File: config.mk
export PLATFORM = sky130hd
export DESIGN_NAME = imem_boot_loader
export DESIGN_NICKNAME = d
export VERILOG_FILES = /design/src/rtl/imem_boot_loader.sv
export SDC_FILE = /design/constraint.sdc
export NUM_CORES = 1
export LEC_CHECK = 0
export BUFFER_PORTS_ARGS = -buffer_cell sky130_fd_sc_hd__clkbuf_2
export CAP_MARGIN = 20
export CORE_MARGIN = 2
export CORE_UTILIZATION = 25
export CTS_CLUSTER_SIZE = 24
export DETAILED_ROUTE_END_ITERATION = 8
export PLACE_DENSITY_LB_ADDON = 0.05
export SLEW_MARGIN = 20
export SYNTH_ARGS = -nofsm -noshare
export SYNTH_HDL_FRONTEND = slang
export SYNTH_SLANG_ARGS = --single-unit
File: constraint.sdc
create_clock -name clock -period 5.34 [get_ports clock]
set_input_delay 1.068 -clock clock [delete_from_list [all_inputs] [get_ports clock]]
set_output_delay 1.068 -clock clock [all_outputs]
set_load 0.005 [all_outputs]
File: src/rtl/imem_boot_loader.sv
// imem_boot_loader
//   Streams a program image from a byte source into main memory through a
//   single write port, then releases the core from reset.
//   Image layout (all little-endian): 32-bit word count N, N data words,
//   32-bit XOR checksum of the data words.
//
// Ports
//   clock        : system clock, rising edge
//   reset        : asynchronous, active-low reset
//   start        : 1-cycle pulse, begins a load (ignored while busy)
//   in_valid     : byte source has in_data
//   in_data      : image byte
//   in_ready     : loader accepts a byte this cycle
//   mem_we       : 1-cycle word write strobe
//   mem_addr     : word address of the write
//   mem_wdata    : write data
//   core_reset   : active-high core hold, low only after a good load
//   busy         : load in progress (header, data or checksum)
//   done         : image loaded and checksum matched
//   error        : oversize word count or checksum mismatch
//   words_loaded : data words written in the current load
module imem_boot_loader #(
  parameter int ADDR_WIDTH = 10,
  parameter int BASE_ADDR  = 0
) (
  input  logic                  clock,
  input  logic                  reset,
  input  logic                  start,
  input  logic                  in_valid,
  input  logic [7:0]            in_data,
  output logic                  in_ready,
  output logic                  mem_we,
  output logic [ADDR_WIDTH-1:0] mem_addr,
  output logic [31:0]           mem_wdata,
  output logic                  core_reset,
  output logic                  busy,
  output logic                  done,
  output logic                  error,
  output logic [ADDR_WIDTH:0]   words_loaded
);

  typedef enum logic [2:0] {
    S_IDLE,
    S_HDR,
    S_LOAD,
    S_CSUM,
    S_DONE,
    S_ERR
  } state_t;

  // Largest word count that fits above BASE_ADDR without wrapping.
  localparam logic [32:0] LIMIT = (33'd1 << ADDR_WIDTH) - 33'(BASE_ADDR);

  state_t                state;
  state_t                nxt;
  logic [1:0]            bcnt;
  logic [23:0]           asm_q;     // first three bytes of the current field
  logic [ADDR_WIDTH:0]   count_n;
  logic [31:0]           csum;

  logic                  xfer;
  logic                  last;
  logic                  oversize;
  logic                  idle_like;
  logic [31:0]           word;
  logic [ADDR_WIDTH:0]   wl_next;

  always_comb begin
    xfer      = in_valid & in_ready;
    last      = xfer & (bcnt == 2'd3);
    word      = {in_data, asm_q};
    oversize  = {1'b0, word} > LIMIT;
    wl_next   = words_loaded + 1'b1;
    idle_like = (state == S_IDLE) || (state == S_DONE) || (state == S_ERR);
    nxt       = state;
    unique case (state)
      S_IDLE, S_DONE, S_ERR: if (start) nxt = S_HDR;
      S_HDR: begin
        if (last) begin
          if (oversize)        nxt = S_ERR;
          else if (word == '0) nxt = S_CSUM;
          else                 nxt = S_LOAD;
        end
      end
      S_LOAD: if (last && (wl_next == count_n)) nxt = S_CSUM;
      S_CSUM: if (last) nxt = (csum == word) ? S_DONE : S_ERR;
    endcase
  end

  // Status outputs are registered from the next state so they change in
  // the same cycle as the state they describe.
  always_ff @(posedge clock or negedge reset) begin
    if (!reset) begin
      state        <= S_IDLE;
      in_ready     <= 1'b0;
      mem_we       <= 1'b0;
      mem_addr     <= '0;
      mem_wdata    <= '0;
      core_reset   <= 1'b1;
      busy         <= 1'b0;
      done         <= 1'b0;
      error        <= 1'b0;
      words_loaded <= '0;
      bcnt         <= '0;
      asm_q        <= '0;
      count_n      <= '0;
      csum         <= '0;
    end else begin
      state      <= nxt;
      in_ready   <= (nxt == S_HDR) || (nxt == S_LOAD) || (nxt == S_CSUM);
      busy       <= (nxt == S_HDR) || (nxt == S_LOAD) || (nxt == S_CSUM);
      done       <= (nxt == S_DONE);
      error      <= (nxt == S_ERR);
      core_reset <= (nxt != S_DONE);
      mem_we     <= 1'b0;
      if (start && idle_like) begin
        bcnt         <= '0;
        asm_q        <= '0;
        count_n      <= '0;
        csum         <= '0;
        words_loaded <= '0;
      end else if (xfer) begin
        bcnt  <= bcnt + 2'd1;
        asm_q <= {in_data, asm_q[23:8]};
        if (last) begin
          unique case (state)
            S_HDR: count_n <= word[ADDR_WIDTH:0];
            S_LOAD: begin
              mem_we       <= 1'b1;
              mem_addr     <= ADDR_WIDTH'(BASE_ADDR) + words_loaded[ADDR_WIDTH-1:0];
              mem_wdata    <= word;
              words_loaded <= wl_next;
              csum         <= csum ^ word;
            end
            default: ;
          endcase
        end
      end
    end
  end

endmodule

==> metrics.cfg, run 1 <==
[cells_and_area]
layout-drive-gt1-share_pct = 15.7
seqCellArea_um2 = 3250
finalNetCount = 741
postLayoutCellArea_um2 = 7240
syn_to_final_growth_pct = 20.9
diodes = 0
num-fill-cells = 2492
multi_input_area_um2 = 2550

[worst_hold_path]
hp-class = reg -> reg
min_path_cells = 2

[run]
maxCapViolCount = 0

[power]
power_leakage_nw = 3.48
p_seq_share_pct = 42.8
netSwitchingPower_mw = 0.943
ir_drop_mv = 0.167
pwr-share-clk_pct = 40.4
power_frac_comb_pct = 16.8
powerDensity_nw_per_um2 = 411
swShare_pct = 31.7
internal-power_mw = 2.03

[global_route]
antenna_found_initial = 0
grt_max_degree = 95
grt_pass1_wl_mm = 28.8
track_usage_pct = 14.6
first_global_vias = 4945
grt-ovfl-total = 0

[sta]
rsz0062_at_grt = no
finalCriticalPeriod_ns = 2.79
fin_ws_ns = 2.55
clock.fmax_ghz = 0.358
finalHoldViolations = 0
fin_crit_sh_pct = 52.3
slew_viol_final = 0
worst_slew_margin_rel_pct = 35.2
worst_pin_slew_ns = 0.970
clock_skew_ns = 0.0100
setup-tns-final_ns = 0
setup_viol = 0

[drt]
drc = 0
wirelength_mm = 17.7
drtIter0Drc = 252
via_count = 4843
dr.pass1.iters = 4
final_antenna_net_count = 0
wire_per_inst_um = 16.7
viasPerCell = 4.57

[synth]
synth.most_common_cell = nand2_1
synth-seq-cells = 130
yosysTopAreaCell = dfrtp_1
synth_area_um2 = 5990
synth_top_cell_area_share_pct = 53.9
synth_fp_nets = 683
async_flop_share_pct = 100
syn_area_per_cell_um2 = 8.95
syn_inst = 669
ys_top_cells_by_count = nand2_1 (198), dfrtp_1 (129), o21ai_0 (85)
synth-seq-area-share_pct = 54.4
synth_edf_count = 0
ys_types = 46
yosys-top-cells-area = dfrtp_1 (54%), nand2_1 (12%), o21ai_0 (7.1%)
ys_warn_count = 0
ys.flop_type = dfrtp_1

[clock_tree]
root_buffer = clkbuf_16
cts_tree = yes
hold_buffers = 0
cts_resized = 0
numCtsBuffers = 17
clockBufferDepth = 2
cts.sinks = 130
cts_setup_buffers = 0
worstSkewPairLatency_ns = 0.42
clkSlewWorstSetupHoldPaths_ns = 0.06
h-tree-depth = 4

[die]
die_h_um = 159
rows = 56
pin_count = 71
floorplan.initialDensity_pct = 25.5
coreArea_um2 = 23500
dieArea_um2 = 25200
fp.dieW_um = 159

[placed_design]
hpwl_mm = 11.8
pre_cts_ws_ns = 2.08
place.gp.congestion = 0.737
io_buffer_count = 70
dpl-instance-area_um2 = 6640

[setup_path]
endpoint_kind = register
cp-start-kind = input pin
path_max_fanout = 29
crit_arrival_ns = 3.12
reg2regPathDepth = 8
crit_type = in -> reg
worst_ep_required_time_ns = 5.67

[outcome]
status = complete, no violations

==> layout by cell type, fill, tap and decap left out, types with 4 or more instances in the layout <==
cell         n
a21oi_1     31
buf_4        8
clkbuf_16   17
clkbuf_2    69
clkinv_2     4
dfrtp_1    129
inv_1        4
mux2i_1      6
nand2_1    198
nand2b_1     4
nand3_1      7
nand4_1     12
nor2_1      50
nor4_1      10
o21ai_0     85
xnor2_1     41
xor2_1       8
==> sequential cells by signal, summed over array words and instances, names as in the netlist <==
register	count
csum	32
state	3
words_loaded	11
count_n	11
mem_wdata	32
core_reset	1
busy	1
mem_we	1
done	1
error	1
asm_q	24
mem_addr	10
bcnt	2
==> layer usage <==
layer	up-vias	track usage, %	share of wire, %
li1	2354	-	-
met1	2404	20.4	49
met2	76	23.0	47
met3	9	3.32	3.2
met4	0	3.67	0.92
met5	-	0	0
==> path summary, 6_finish.rpt <==
check                           slack [ns]             from       endpoint
worst max-delay path                  2.55         in_valid        csum[4]
max in group asynchronous             3.58            reset        csum[7]
worst min register to register        0.47    mem_wdata[15]  mem_wdata[15]
worst min-delay path                  0.47    mem_wdata[15]  mem_wdata[15]
min in group asynchronous             0.71            reset         mem_we
worst max register to register        2.71  words_loaded[0]          error
==> power groups by stage <==
stage          Sequential, mW  Combinational [mW]  Clock [mW]
6_report                 1.27               0.500        1.20
5_1_grt                  1.30               0.565        1.28
4_1_cts                  1.28               0.511        1.24
3_5_place_dp             1.30               0.510           0
3_3_place_gp             1.30               0.509           0
2_1_floorplan            1.21               0.358           0
==> final cells by class <==
class / instances / share of cell area (%)
well taps: 319 / 5.52
multi-input cells: 496 / 35.3
flip-flops and latches: 130 / 45.0
repair buffers: 78 / 5.76
clock buffers: 22 / 6.41
inverters: 4 / 0.207
clock inverters: 10 / 1.83
==> metrics by stage <==
step           std cells  hold WS [ns]  util, %  total power [mW]
5_1_grt             1059         0.501     30.8              3.14
2_1_floorplan        669         0.458        -              1.57
4_1_cts             1059         0.479     30.8              3.02
3_5_place_dp        1027         0.464     28.3              1.81
6_report            1059         0.472     30.8              2.98
3_3_place_gp        1027         0.460     28.3              1.80
==> critical path, stage by stage <==
cell and delay (ns):
clkbuf_2 0.09, and2_1 0.14, buf_4 0.23, nand4b_1 0.26, inv_1 0.10, nor2_2 0.55
buf_4 0.44, o21ai_0 0.14, o21ai_0 0.09
==> cell families after synthesis <==
logic type | count (synthesis) | share of synthesized area, %
muxes | 6 | 1.00
buffers and inverters | 43 | 3.13
and+or+nand+nor | 305 | 21.7
DFF | 130 | 54.4
AOI/OAI and AO/OA | 134 | 12.2
adders and majority gates | 2 | 0.418
xor gates and xnor gates | 49 | 7.17
No activity file was read; power rests on OpenSTA's default activity.
==> inputs of run 2 (changes only) <==
==> constraint.sdc (replaced) <==
create_clock -name clock -period 2.7 [get_ports clock]
set_input_delay 0.54 -clock clock [delete_from_list [all_inputs] [get_ports clock]]
set_output_delay 0.54 -clock clock [all_outputs]
set_load 0.005 [all_outputs]
==> run 2 against run 1 <==
  * Cell area increased by 1.3%
  * Utilization increased by 0.42 points
  * Wire length increased by 3.0%
  * Largest power group unchanged
  * Die area unchanged
  * Via count decreased by 0.33%
  * Critical path type is now reg -> reg
  * Flip-flop and latch count unchanged
  * Largest cell class unchanged
  * Highest routed layer unchanged
  * Critical path depth decreased by 2
==> metrics.cfg, run 2 (synthesized netlist as in run 1, its figures left out) <==
[sta]
slew_viol_final = 0  ; unchanged
worst_slew_margin_rel_pct = 46.3  ; +11 points
finalCriticalPeriod_ns = 2.44
clock.fmax_ghz = 0.409
worst_pin_slew_ns = 0.805  ; -0.165 ns
finalHoldViolations = 0  ; unchanged
clock_skew_ns = 0.00895  ; -0.00105 ns
fin_crit_sh_pct = 90.5
setup-tns-final_ns = 0  ; unchanged
setup_viol = 0  ; unchanged
rsz0062_at_grt = no

[global_route]
first_global_vias = 4997  ; +1.1%
antenna_found_initial = 0  ; unchanged
track_usage_pct = 15.1  ; +0.47 points
grt-ovfl-total = 0  ; unchanged
grt_max_degree = 68  ; -28%
grt_pass1_wl_mm = 29.5  ; +2.4%

[clock_tree]
root_buffer = clkbuf_16
numCtsBuffers = 17  ; unchanged
clockBufferDepth = 2  ; unchanged
cts_setup_buffers = 0  ; unchanged
clkSlewWorstSetupHoldPaths_ns = 0.06  ; about the same
cts_tree = yes
worstSkewPairLatency_ns = 0.42  ; about the same
h-tree-depth = 4  ; unchanged
cts.sinks = 130  ; unchanged
hold_buffers = 0  ; unchanged
cts_resized = 0  ; unchanged

[cells_and_area]
fin_cells = 1068  ; +0.85%
final_common_cell = nand2_1
finalNetCount = 750  ; +1.2%
top_regs = csum: 32 flops, mem_wdata: 32 flops, asm_q: 24 flops
layout_common_cells = nand2_1 (198), dfrtp_1 (129), o21ai_0 (85), clkbuf_2 (69), nor2_1 (51)
layout-drive-gt1-share_pct = 16.7  ; +1.0 points
syn_to_final_growth_pct = 22.5
diodes = 0  ; unchanged

[setup_path]
reg2reg_to = error
cp_slowest_stage_delay_ns = 0.58  ; +0.03 ns
ff2ff_setup_slack_ns = 0.26  ; -2.45 ns
crit_type = reg -> reg
crit_arrival_ns = 2.80  ; -0.32 ns
reg2regPathDepth = 7  ; -1
crit_path_top_delay_cell = dfrtp_1
cp-start-kind = register
worstReg2RegStart = words_loaded[3]
cp_cell_sequence = and4_1 > and2_4 > and3_4 > xnor2_1 > a2111oi_2 > o32a_2 > and2b_1
cp.depth = 7  ; -2
startpoint = words_loaded[3]
crit_buf_inv = 0  ; -4
endpoint_kind = register
cp_top_family = simple AND/OR/NAND/NOR gates
worst_ep_required_time_ns = 3.06  ; -2.61 ns
crit_end = error
path_max_fanout = 11  ; -62%

[die]
dieArea_um2 = 25200  ; unchanged
floorplan.initialDensity_pct = 25.5  ; unchanged
coreArea_um2 = 23500  ; unchanged
pin_count = 71  ; unchanged
rows = 56  ; unchanged
die_h_um = 159  ; unchanged
fp.dieW_um = 159  ; unchanged

[placed_design]
hpwl_mm = 12.2  ; +2.9%
dpl.cell_count = 1036  ; +0.88%
place.gp.congestion = 0.766  ; +4.0%
io_buffer_count = 70  ; unchanged

[drt]
final_antenna_net_count = 0  ; unchanged
via_count = 4827  ; -0.33%
drc = 0  ; unchanged
wire_per_inst_um = 17.1  ; +2.1%
drtIter0Drc = 275  ; +9.1%
wirelength_mm = 18.2  ; +3.0%
dr.pass1.iters = 5  ; +1
viasPerCell = 4.52  ; -1.2%

[worst_hold_path]
hp-class = in -> async

[power]
powerDensity_nw_per_um2 = 812  ; +98%
power_leakage_nw = 3.53  ; +1.7%
ir_drop_mv = 0.337  ; +100%

[outcome]
status = complete, no violations

[run]
maxCapViolCount = 0  ; unchanged

## run 2: area by class of cell
cell class | count | area [µm²]
Fill cell | 2486 | 16100
Sequential cell | 130 | 3250
Multi-Input combinational cell | 496 | 2550
Clock inverter | 12 | 158
Inverter | 4 | 15.0
Timing Repair Buffer | 87 | 509
Tap cell | 319 | 399
Clock buffer | 20 | 447
## run 2: metrics by stage
stage | area [µm²] | power [mW] | util, % | hold slack (ns) | worst slack [ns]
after floorplan | 5990 | 3.10 | - | 0.244 | 0.543
after global placement | 6730 | 3.62 | 28.7 | 0.460 | 0.190
after detailed placement | 6730 | 3.62 | 28.7 | 0.463 | 0.197
after CTS | 7330 | 6.05 | 31.2 | 0.0979 | 0.243
after global routing | 7330 | 6.29 | 31.2 | 0.116 | 0.127
final | 7330 | 5.96 | 31.2 | 0.0812 | 0.257
## run 2: metal layers
layer | routed length [µm] | part of all wire [%] | global-route usage (%)
met5 | 0 | 0 | 0
met4 | 329 | 1.8 | 5.09
met3 | 677 | 3.7 | 2.77
met2 | 8240 | 45 | 23.7
met1 | 8980 | 49 | 21.0
## run 2: how the worst min path moves through the flow
stage,from,end,slack (ns),cells past startpoint
2_1_floorplan,reset,asm_q[0],0.24,0
3_3_place_gp,mem_addr[7],mem_addr[7],0.46,2
3_5_place_dp,mem_wdata[15],mem_wdata[15],0.46,2
4_1_cts,reset,mem_we,0.1,1
5_1_grt,reset,mem_we,0.12,1
6_report,reset,mem_we,0.08,1
## run 2: power breakdown
part | switching (mW) | leakage [nW] | internal, mW
combinational | 0.660 | 1.46 | 0.401
clock | 0.925 | 0.287 | 1.48
sequential | 0.345 | 1.79 | 2.15
total | 1.93 | 3.53 | 4.03
